--- config.mk ---
export PLATFORM = sky130hd
export DESIGN_NAME = serdes_link
export DESIGN_NICKNAME = d
export VERILOG_FILES = /design/src/rtl/serdes_link.sv
export SDC_FILE = /design/constraint.sdc
export NUM_CORES = 1
export LEC_CHECK = 0
export CORE_MARGIN = 2
export CORE_UTILIZATION = 35
export CTS_CLUSTER_SIZE = 8
export DETAILED_ROUTE_END_ITERATION = 10
export GPL_ROUTABILITY_DRIVEN = 0
export GPL_TIMING_DRIVEN = 1
export PLACE_DENSITY = 0.49
export SLEW_MARGIN = 30
export SYNTH_ARGS = -nofsm -noshare
export SYNTH_HDL_FRONTEND = slang
export SYNTH_SLANG_ARGS = --single-unit
--- constraint.sdc ---
create_clock -name clk -period 1.81 [get_ports clk]
set_clock_uncertainty 0.15 [all_clocks]
set_input_delay 0.2715 -clock clk [delete_from_list [all_inputs] [get_ports clk]]
set_output_delay 0.2715 -clock clk [all_outputs]
set_load 0.05 [all_outputs]
--- src/rtl/serdes_link.sv ---
// Loopback serial link for bring-up/BIST: incrementing-word frame generator, serializer and deserializer.
// Define SERDES_PARITY_EN to insert an even-parity bit between the last data bit and the stop bit.
module serdes_link #(
  parameter int              WIDTH = 10,
  parameter logic [WIDTH-1:0] SEED  = '0,
  parameter logic [WIDTH-1:0] STEP  = WIDTH'(1)
) (
  input  logic             clk,
  input  logic             rst_n,
  input  logic             enable,
  output logic             serdes_tx,
  input  logic             serdes_rx,
  output logic [WIDTH-1:0] data_out
);

`ifdef SERDES_PARITY_EN
  localparam bit PAR_EN = 1'b1;
`else
  localparam bit PAR_EN = 1'b0;
`endif

  localparam int CNT_W = $clog2(WIDTH + 1);

  typedef enum logic [2:0] {T_IDLE, T_START, T_DATA, T_PAR, T_STOP} tx_state_t;
  typedef enum logic [2:0] {R_IDLE, R_DATA, R_PAR, R_STOP, R_WAIT} rx_state_t;

  tx_state_t        tx_state;
  logic [WIDTH-1:0] word;
  logic [CNT_W-1:0] tx_cnt;

  rx_state_t        rx_state;
  logic [WIDTH-1:0] shift;
  logic [CNT_W-1:0] rx_cnt;
  logic             par_ok;

  // TX: the state names the bit currently being driven on serdes_tx.
  always_ff @(posedge clk) begin
    if (!rst_n) begin
      tx_state  <= T_IDLE;
      serdes_tx <= 1'b1;
      word      <= SEED;
      tx_cnt    <= '0;
    end else begin
      case (tx_state)
        T_IDLE: begin
          if (enable) begin
            tx_state  <= T_START;
            serdes_tx <= 1'b0;
          end
        end
        T_START: begin
          tx_state  <= T_DATA;
          serdes_tx <= word[0];
          tx_cnt    <= CNT_W'(1);
        end
        T_DATA: begin
          if (tx_cnt == CNT_W'(WIDTH)) begin
            if (PAR_EN) begin
              tx_state  <= T_PAR;
              serdes_tx <= ^word;
            end else begin
              tx_state  <= T_STOP;
              serdes_tx <= 1'b1;
            end
          end else begin
            serdes_tx <= word[tx_cnt];
            tx_cnt    <= tx_cnt + 1'b1;
          end
        end
        T_PAR: begin
          tx_state  <= T_STOP;
          serdes_tx <= 1'b1;
        end
        T_STOP: begin
          word <= word + STEP;
          if (enable) begin
            tx_state  <= T_START;
            serdes_tx <= 1'b0;
          end else begin
            tx_state  <= T_IDLE;
            serdes_tx <= 1'b1;
          end
        end
        default: begin
          tx_state  <= T_IDLE;
          serdes_tx <= 1'b1;
        end
      endcase
    end
  end

  // RX: data_out only ever loads a fully checked frame.
  always_ff @(posedge clk) begin
    if (!rst_n) begin
      rx_state <= R_IDLE;
      shift    <= '0;
      rx_cnt   <= '0;
      par_ok   <= 1'b1;
      data_out <= '0;
    end else begin
      case (rx_state)
        R_IDLE: begin
          if (!serdes_rx) begin
            rx_state <= R_DATA;
            rx_cnt   <= '0;
            par_ok   <= 1'b1;
          end
        end
        R_DATA: begin
          shift <= {serdes_rx, shift[WIDTH-1:1]};
          if (rx_cnt == CNT_W'(WIDTH - 1)) begin
            rx_state <= PAR_EN ? R_PAR : R_STOP;
          end else begin
            rx_cnt <= rx_cnt + 1'b1;
          end
        end
        R_PAR: begin
          par_ok   <= (serdes_rx == ^shift);
          rx_state <= R_STOP;
        end
        R_STOP: begin
          if (serdes_rx) begin
            if (par_ok) data_out <= shift;
            rx_state <= R_IDLE;
          end else begin
            rx_state <= R_WAIT;
          end
        end
        R_WAIT: begin
          if (serdes_rx) rx_state <= R_IDLE;
        end
        default: rx_state <= R_IDLE;
      endcase
    end
  end

endmodule

* Word level (Yosys, flattened, before mapping)
Cells that the tools add are included.
Operators by class: reduce and logical (&&, ||, !) cells 12, multiplexer cells 22, equality and inequality tests 18, add/subtract/negate cells 3, magnitude comparators 1
Operators with widths (count):
- 3-bit one-hot mux with 5 select lines | 2
- 3-bit two-way mux | 6
- 4-bit one-hot mux with 2 select lines | 2
- 2-bit inequality test, second input constant | 7
- 3-bit by 2-bit equality test with 1-bit output, second input constant | 4
- 4-bit two-way mux | 3
- 10-bit by 1-bit adder with 10-bit output, second input constant | 1
- 10-bit XOR reduction | 1
- 3-bit AND reduction | 3
- 4-bit by 1-bit adder with 4-bit output, second input constant | 2
- 4-bit equality test, second input constant | 2
- 3-bit by 1-bit equality test with 1-bit output, second input constant | 2
- 3-bit equality test, second input constant | 2
- 3-bit zero test | 2
- 1-bit two-way mux | 6
- 2-bit AND reduction | 3
- 2-bit nonzero test | 3
- 4-bit by 5-bit less-than comparator with 1-bit output, second input constant | 1
- 1-bit binary-select mux with 4-bit select | 1
- 1-bit one-hot mux with 4 select lines | 1
- 1-bit one-hot mux with 2 select lines | 1
- 1-bit equality test | 1
Word-level totals: input port bits 4, register bits 46, output and inout bits 11

* Logic depth before layout (Yosys ltp)
Gate-level depths: netlist of run 1.
depth after elaboration 4, mapped depth 6

* Worst setup path after synthesis of run 1
Ideal clock, no wire load.
path type input -> register, start in serdes_rx, end reg par_ok, required time 1.538 ns, arrival 1.323 ns, slack 0.215 ns, buffers on the path 1, stages on the path 5, path through buf_6 xnor2_1 xnor2_1 xnor3_1 o32a_1
Between the ends: word-level cells in the longest chain between the ends 2
Ends and longest elaborated chain:
- start: declaration | RTL line 12 | input logic serdes_rx,
- 1-bit equality test or 2-bit inequality test (tied branches)
- 1-bit one-hot mux with 2 select lines or 2-bit AND reduction (tied branches)
- end signal: assignment | RTL line 118 | par_ok <= (serdes_rx == ^shift);
- end: declaration | RTL line 34 | logic par_ok;
Parallel ways exist; a longest one is shown, timed or not. A chain may end at the register's enable or synchronous reset.

* Worst setup path after layout of run 1
Same ends and word-level chain as after synthesis.

==> metrics.cfg, run 1 <==
[status]
run_status=finished clean

[timing]
maxSlewViolCount=0
max_freq_mhz=602
worst_pin_slew_ns=0.460
finalCriticalPeriod_ns=1.66
hold_violations=0
finalSetupViolations=0
slew_headroom=0.693
post-route-period-util=0.918
setup_slack_ns=0.148
rsz0062_at_grt=no

[route]
drt_iter0_markers=60
ant_nets=0
drt-total-wl_um=4240
num_vias=1592
dr.pass1.iters=4
post_drt_via_cell_ratio=4.82
post_drt_wl_per_cell_um=12.8
drc=0

[synthesis]
post-synth-top-count-cell=dfxtp_1
synth_seq_cells=46
synthCells=235
synthDominantCellAreaShare=0.417
netlist_area_sq_um=2210
yosysWarnings=0
ys_seq_area_frac=0.417
synth_nets=244
synth_top_area_cell=dfxtp_1
synth_edf_count=0
avgSynthCellArea_sq_um=9.40
synth_common_cells=46 x dfxtp_1, 29 x nand2_1, 17 x mux2i_1, 15 x nor2b_1, 13 x nor2_1
synthDistinctLibCells=44
synth_area_leaders=dfxtp_1 42%, mux2i_1 7.7%, nand2_1 4.9%
synth_ff_type=dfxtp_1
async_reset_ff_frac=0

[clocking]
postCtsHoldBufs=0
cts_tree=yes
cts_setup_buffers=0
cts.sink_count=46
cts_resized=0
clk_pin_slew_ns=0.09
cts_buffer_depth=2
clock_latency_ns=0.30
numCtsBuffers=5
cts_root_buffer=clkbuf_8
cts-htree-levels=2

[setup_path]
crit_required_ns=1.86
crit_path_end_kind=register
crit_path_start_kind=input port
cp_max_fo=2
cp.arrival_ns=1.71
critPathKind=input port to register

[power_and_ir_drop]
p_leak_nw=0.979
p_total_w=0.00216
power.density_nw_per_um2=832
ir_drop_mv=0.620

[grt]
grt_pass1_vias=1483
grt_pass1_wl_um=7270
grtUsageTotal=0.128
grt-ovfl-total=0
grt_max_degree=43
antenna_found_initial=0

[floorplan]
dieWidth_um=83.5
rows=28
initial_core_util=0.367
ios=15
dieHeight_um=83.5
core_sq_um=6030
die_area_sq_um=6960

[cells_and_area]
final_core_util=0.430
antennaDiodeCount=0
fin_nets=263
drive_above_1_share=0.129
area_growth_pct=17.4
fin_area_sq_um=2590
layoutNonFillerInstCount=330

[flow_run]
drv_cap=0

[place]
hpwlAfterDp_um=2830
place_inst=322
io_buffers=14
place_area_sq_um=2450
dp_slack_ns=-0.179

[worst_hold_path]
hp-class=register to register

## critical path, cell delays in order
cell and delay, ns:
clkdlybuf4s50_1 0.49, xnor2_1 0.14, xnor2_1 0.14, xnor3_1 0.39
o32a_1 0.28
## routing by layer
layer  part of all wire  vias to the layer above  GRT usage
met5                  0                        -          0
met4              0.013                        0     0.0352
met3              0.042                        5     0.0445
met2               0.39                       19      0.172
met1               0.56                      727      0.191
li1                   -                      841          -
## area by class of cell
cell class	instances	area (sq um)
clock buffers	6	82.6
inverters	4	15.0
flip-flops and latches	46	921
well taps	75	93.8
multi-input cells	173	1220
repair buffers	24	200
clock inverters	2	60.1
fillers	606	3430
## stage by stage
| stage | hold WS, ns | setup TNS (ns) |
|---|---|---|
| 6_report | 0.338 | 0 |
| 5_1_grt | 0.363 | 0 |
| 4_1_cts | 0.340 | 0 |
| 3_5_place_dp | 0.327 | -1.31 |
| 3_3_place_gp | 0.325 | -0.991 |
| 2_1_floorplan | 0.240 | 0 |
## path summary, 6_finish.rpt
| kind | depth (start not counted) | from | slack [ns] | end |
|---|---|---|---|---|
| setup / recovery | 5 | serdes_rx | 0.15 | par_ok$_SDFFE_PN1P_ |
| hold / removal | 2 | shift[0]$_SDFFE_PN0P_ | 0.34 | shift[0]$_SDFFE_PN0P_ |
| setup reg to reg | 4 | shift[2]$_SDFFE_PN0P_ | 0.17 | par_ok$_SDFFE_PN1P_ |
| hold reg to reg | 2 | shift[0]$_SDFFE_PN0P_ | 0.34 | shift[0]$_SDFFE_PN0P_ |
## power breakdown
part	switching [W]	internal, W	leakage [nW]	total [W]
clock	0.000354	0.000589	0.0714	0.000943
combinational	0.0000840	0.0000818	0.536	0.000166
sequential	0.0000208	0.00103	0.372	0.00105
## state kept, by name, summed over array words and instances, names as in the netlist
name,cells
data_out,10
tx_state,3
rx_cnt,4
tx_cnt,4
serdes_tx,1
word,10
rx_state,3
par_ok,1
shift,10
## logic make-up (layout without fill, tap and decap cells)
family | count (synthesis) | count (layout) | synth area share
buffers and inverters | 16 | 36 | 0.0328
and+or+nand+nor | 104 | 104 | 0.257
muxes | 18 | 18 | 0.0872
adders and majority gates | 5 | 5 | 0.0283
DFF | 46 | 46 | 0.417
AOI/OAI and AO/OA | 25 | 25 | 0.0849
xor gates and xnor gates | 21 | 21 | 0.0929
## cells in the final DEF, fill, tap and decap left out, types with 4 or more instances in the layout
cell type	count
nor2b_1	15
mux2i_1	17
dfxtp_1	46
xor2_1	8
a21boi_1	11
clkbuf_8	6
and2_1	10
nand2_1	29
xnor2_1	11
nand4_1	8
nand3_1	5
nor2_1	13
inv_1	4
ha_1	5
nand2b_1	5
buf_4	20
(Power assumes the default switching activity.)
==> inputs of run 2 (changes only) <==
--- a/config.mk
+++ b/config.mk
@@ -5,12 +5,14 @@
 export SDC_FILE = /design/constraint.sdc
 export NUM_CORES = 1
 export LEC_CHECK = 0
+export CORE_ASPECT_RATIO = 1.2
 export CORE_MARGIN = 2
 export CORE_UTILIZATION = 35
 export CTS_CLUSTER_SIZE = 8
 export DETAILED_ROUTE_END_ITERATION = 10
 export GPL_ROUTABILITY_DRIVEN = 0
 export GPL_TIMING_DRIVEN = 1
+export HOLD_SLACK_MARGIN = 0.06
 export PLACE_DENSITY = 0.49
 export SLEW_MARGIN = 30
 export SYNTH_ARGS = -nofsm -noshare
==> metrics.cfg, run 2 (synthesized netlist as in run 1, its figures left out) <==
[flow_run]
drv_cap=0  ; unchanged

[place]
io_buffers=14  ; unchanged
dp_slack_ns=-0.191  ; was -0.179 ns
hpwlAfterDp_um=3000  ; was 2830 um
place_inst=332  ; was 322

[route]
post_drt_wl_per_cell_um=12.5  ; was 12.8 um
drc=0  ; unchanged
drt_iter0_markers=65  ; was 60
num_vias=1631  ; was 1592
post_drt_via_cell_ratio=4.80  ; was 4.82
ant_nets=0  ; unchanged
drt-total-wl_um=4250  ; was 4240 um
dr.pass1.iters=4  ; unchanged

[floorplan]
dieWidth_um=76.5  ; was 83.5 um
die_area_sq_um=6970  ; was 6960 sq um
dieHeight_um=91.0  ; was 83.5 um
ios=15  ; unchanged
initial_core_util=0.363  ; was 0.367
core_sq_um=6090  ; was 6030 sq um
rows=31  ; was 28

[timing]
slew_headroom=0.712  ; was 0.693
hold_violations=0  ; unchanged
setup_slack_ns=0.124  ; was 0.148 ns
rsz0062_at_grt=no  ; unchanged
finalSetupViolations=0  ; unchanged
finalCriticalPeriod_ns=1.69  ; was 1.66 ns
post-route-period-util=0.932  ; was 0.918
maxSlewViolCount=0  ; unchanged
worst_pin_slew_ns=0.432  ; was 0.460 ns
max_freq_mhz=593  ; was 602 MHz

[clocking]
cts_setup_buffers=0  ; unchanged
cts-htree-levels=2  ; unchanged
clk_pin_slew_ns=0.09  ; about the same
cts_root_buffer=clkbuf_8  ; unchanged
numCtsBuffers=5  ; unchanged
clock_latency_ns=0.29  ; was 0.30 ns
cts_buffer_depth=2  ; unchanged
cts_tree=yes  ; unchanged
cts.sink_count=46  ; unchanged

[setup_path]
crit_path_max_incr_delay_ns=0.50  ; was 0.49 ns
crit_top_cell=xnor2_1  ; unchanged
crit_required_ns=1.85  ; was 1.86 ns
reg2reg_depth=4  ; unchanged
critical_path_depth=5  ; unchanged
crit_path_end_kind=register  ; unchanged
crit_path_start_kind=input port  ; unchanged
cp_max_fo=2  ; unchanged
critPathKind=input port to register  ; unchanged
cpMaxStageDelayCell=clkdlybuf4s50_1  ; unchanged
path_cells=clkdlybuf4s50_1, xnor2_1, xnor2_1, xnor3_1, o32a_1  ; unchanged
path_buf_inv=1  ; unchanged
cp.arrival_ns=1.72  ; was 1.71 ns
critical_path.top_delay_family=XOR/XNOR gates  ; unchanged

[cells_and_area]
layout.cells.most_common_list=46 x dfxtp_1, 29 x nand2_1, 22 x buf_4  ; was 46 x dfxtp_1, 29 x nand2_1, 20 x buf_4
drive_above_1_share=0.143  ; was 0.129
final_common_cell=dfxtp_1  ; unchanged
layoutNonFillerInstCount=340  ; was 330
antennaDiodeCount=0  ; unchanged
fin_nets=266  ; was 263
area_growth_pct=17.3  ; was 17.4%
top_regs=data_out x10, shift x10, word x10  ; unchanged
n_fill_cell=623  ; was 606

[grt]
grt_max_degree=43  ; unchanged
grt_pass1_vias=1579  ; was 1483
grt_pass1_wl_um=7300  ; was 7270 um
grt-ovfl-total=0  ; unchanged
antenna_found_initial=0  ; unchanged
grtUsageTotal=0.128  ; about the same

[status]
run_status=finished clean  ; unchanged

[worst_hold_path]
hp-class=register to register  ; unchanged
hold-path-cell-count=2  ; unchanged

[power_and_ir_drop]
p_leak_nw=0.971  ; was 0.979 nW
power.density_nw_per_um2=714  ; was 832 nW/um^2
ir_drop_mv=0.313  ; was 0.620 mV

## run 2: cell count changes in the layout (fill, tap and decap cells not counted)
cell | previous run | this run
buf_4 | 20 | 22
bufinv_16 | 2 | 0
buf_12 | 1 | 2
clkbuf_8 | 6 | 5
clkinv_2 | 0 | 1
clkinv_4 | 0 | 1
clkinvlp_4 | 0 | 1
xnor2_1 | 11 | 10
xnor2_2 | 1 | 2
## run 2: what timing repair did
item,CTS,global route
setup endpoints to repair,0,1
hold buffers,0,0
resized for setup,0,1
## run 2: final timing paths
check	startpoint	to	slack (ns)
max	serdes_rx	par_ok$_SDFFE_PN1P_	0.12
min	shift[7]$_SDFFE_PN0P_	shift[6]$_SDFFE_PN0P_	0.35
max reg2reg	shift[2]$_SDFFE_PN0P_	par_ok$_SDFFE_PN1P_	0.16
min reg2reg	shift[7]$_SDFFE_PN0P_	shift[6]$_SDFFE_PN0P_	0.35
## run 2: metrics by stage
stage	util	TNS (ns)	instance area, sq um	hold slack (ns)	power [W]
2_1_floorplan	-	0	2210	0.240	0.00119
3_3_place_gp	0.410	-0.657	2490	0.323	0.00125
3_5_place_dp	0.410	-0.942	2490	0.327	0.00125
4_1_cts	0.424	0	2580	0.340	0.00190
5_1_grt	0.426	0	2590	0.370	0.00196
6_report	0.426	0	2590	0.352	0.00185
## run 2: metal layers
metal	global-route usage	part of all wire	vias to the layer above
met1	0.149	0.45	766
met5	0	0	-
met2	0.229	0.51	15
met3	0.0268	0.024	6
li1	-	-	844
met4	0.0455	0.015	0
## run 2: area by class of cell
type	count	area, sq um	share of cell area
clock buffer	5	68.8	0.0265
clock inverter	3	21.3	0.00820
inverter	4	15.0	0.00579
multi-input combinational	173	1230	0.474
sequential	46	921	0.355
tap	82	103	0.0396
timing repair buffer	27	235	0.0907
## run 2: report_power, final
part | total (W) | switching [W] | internal, W
Clock | 0.000630 | 0.000358 | 0.000272
Sequential | 0.00105 | 0.0000219 | 0.00103
Combinational | 0.000171 | 0.0000845 | 0.0000869
## run 2: worst reg2reg max path: stages, from the launching register on
cell	delay [ns]
dfxtp_1	0.43
xnor2_2	0.15
xnor2_1	0.14
xnor3_1	0.39
o32a_1	0.28
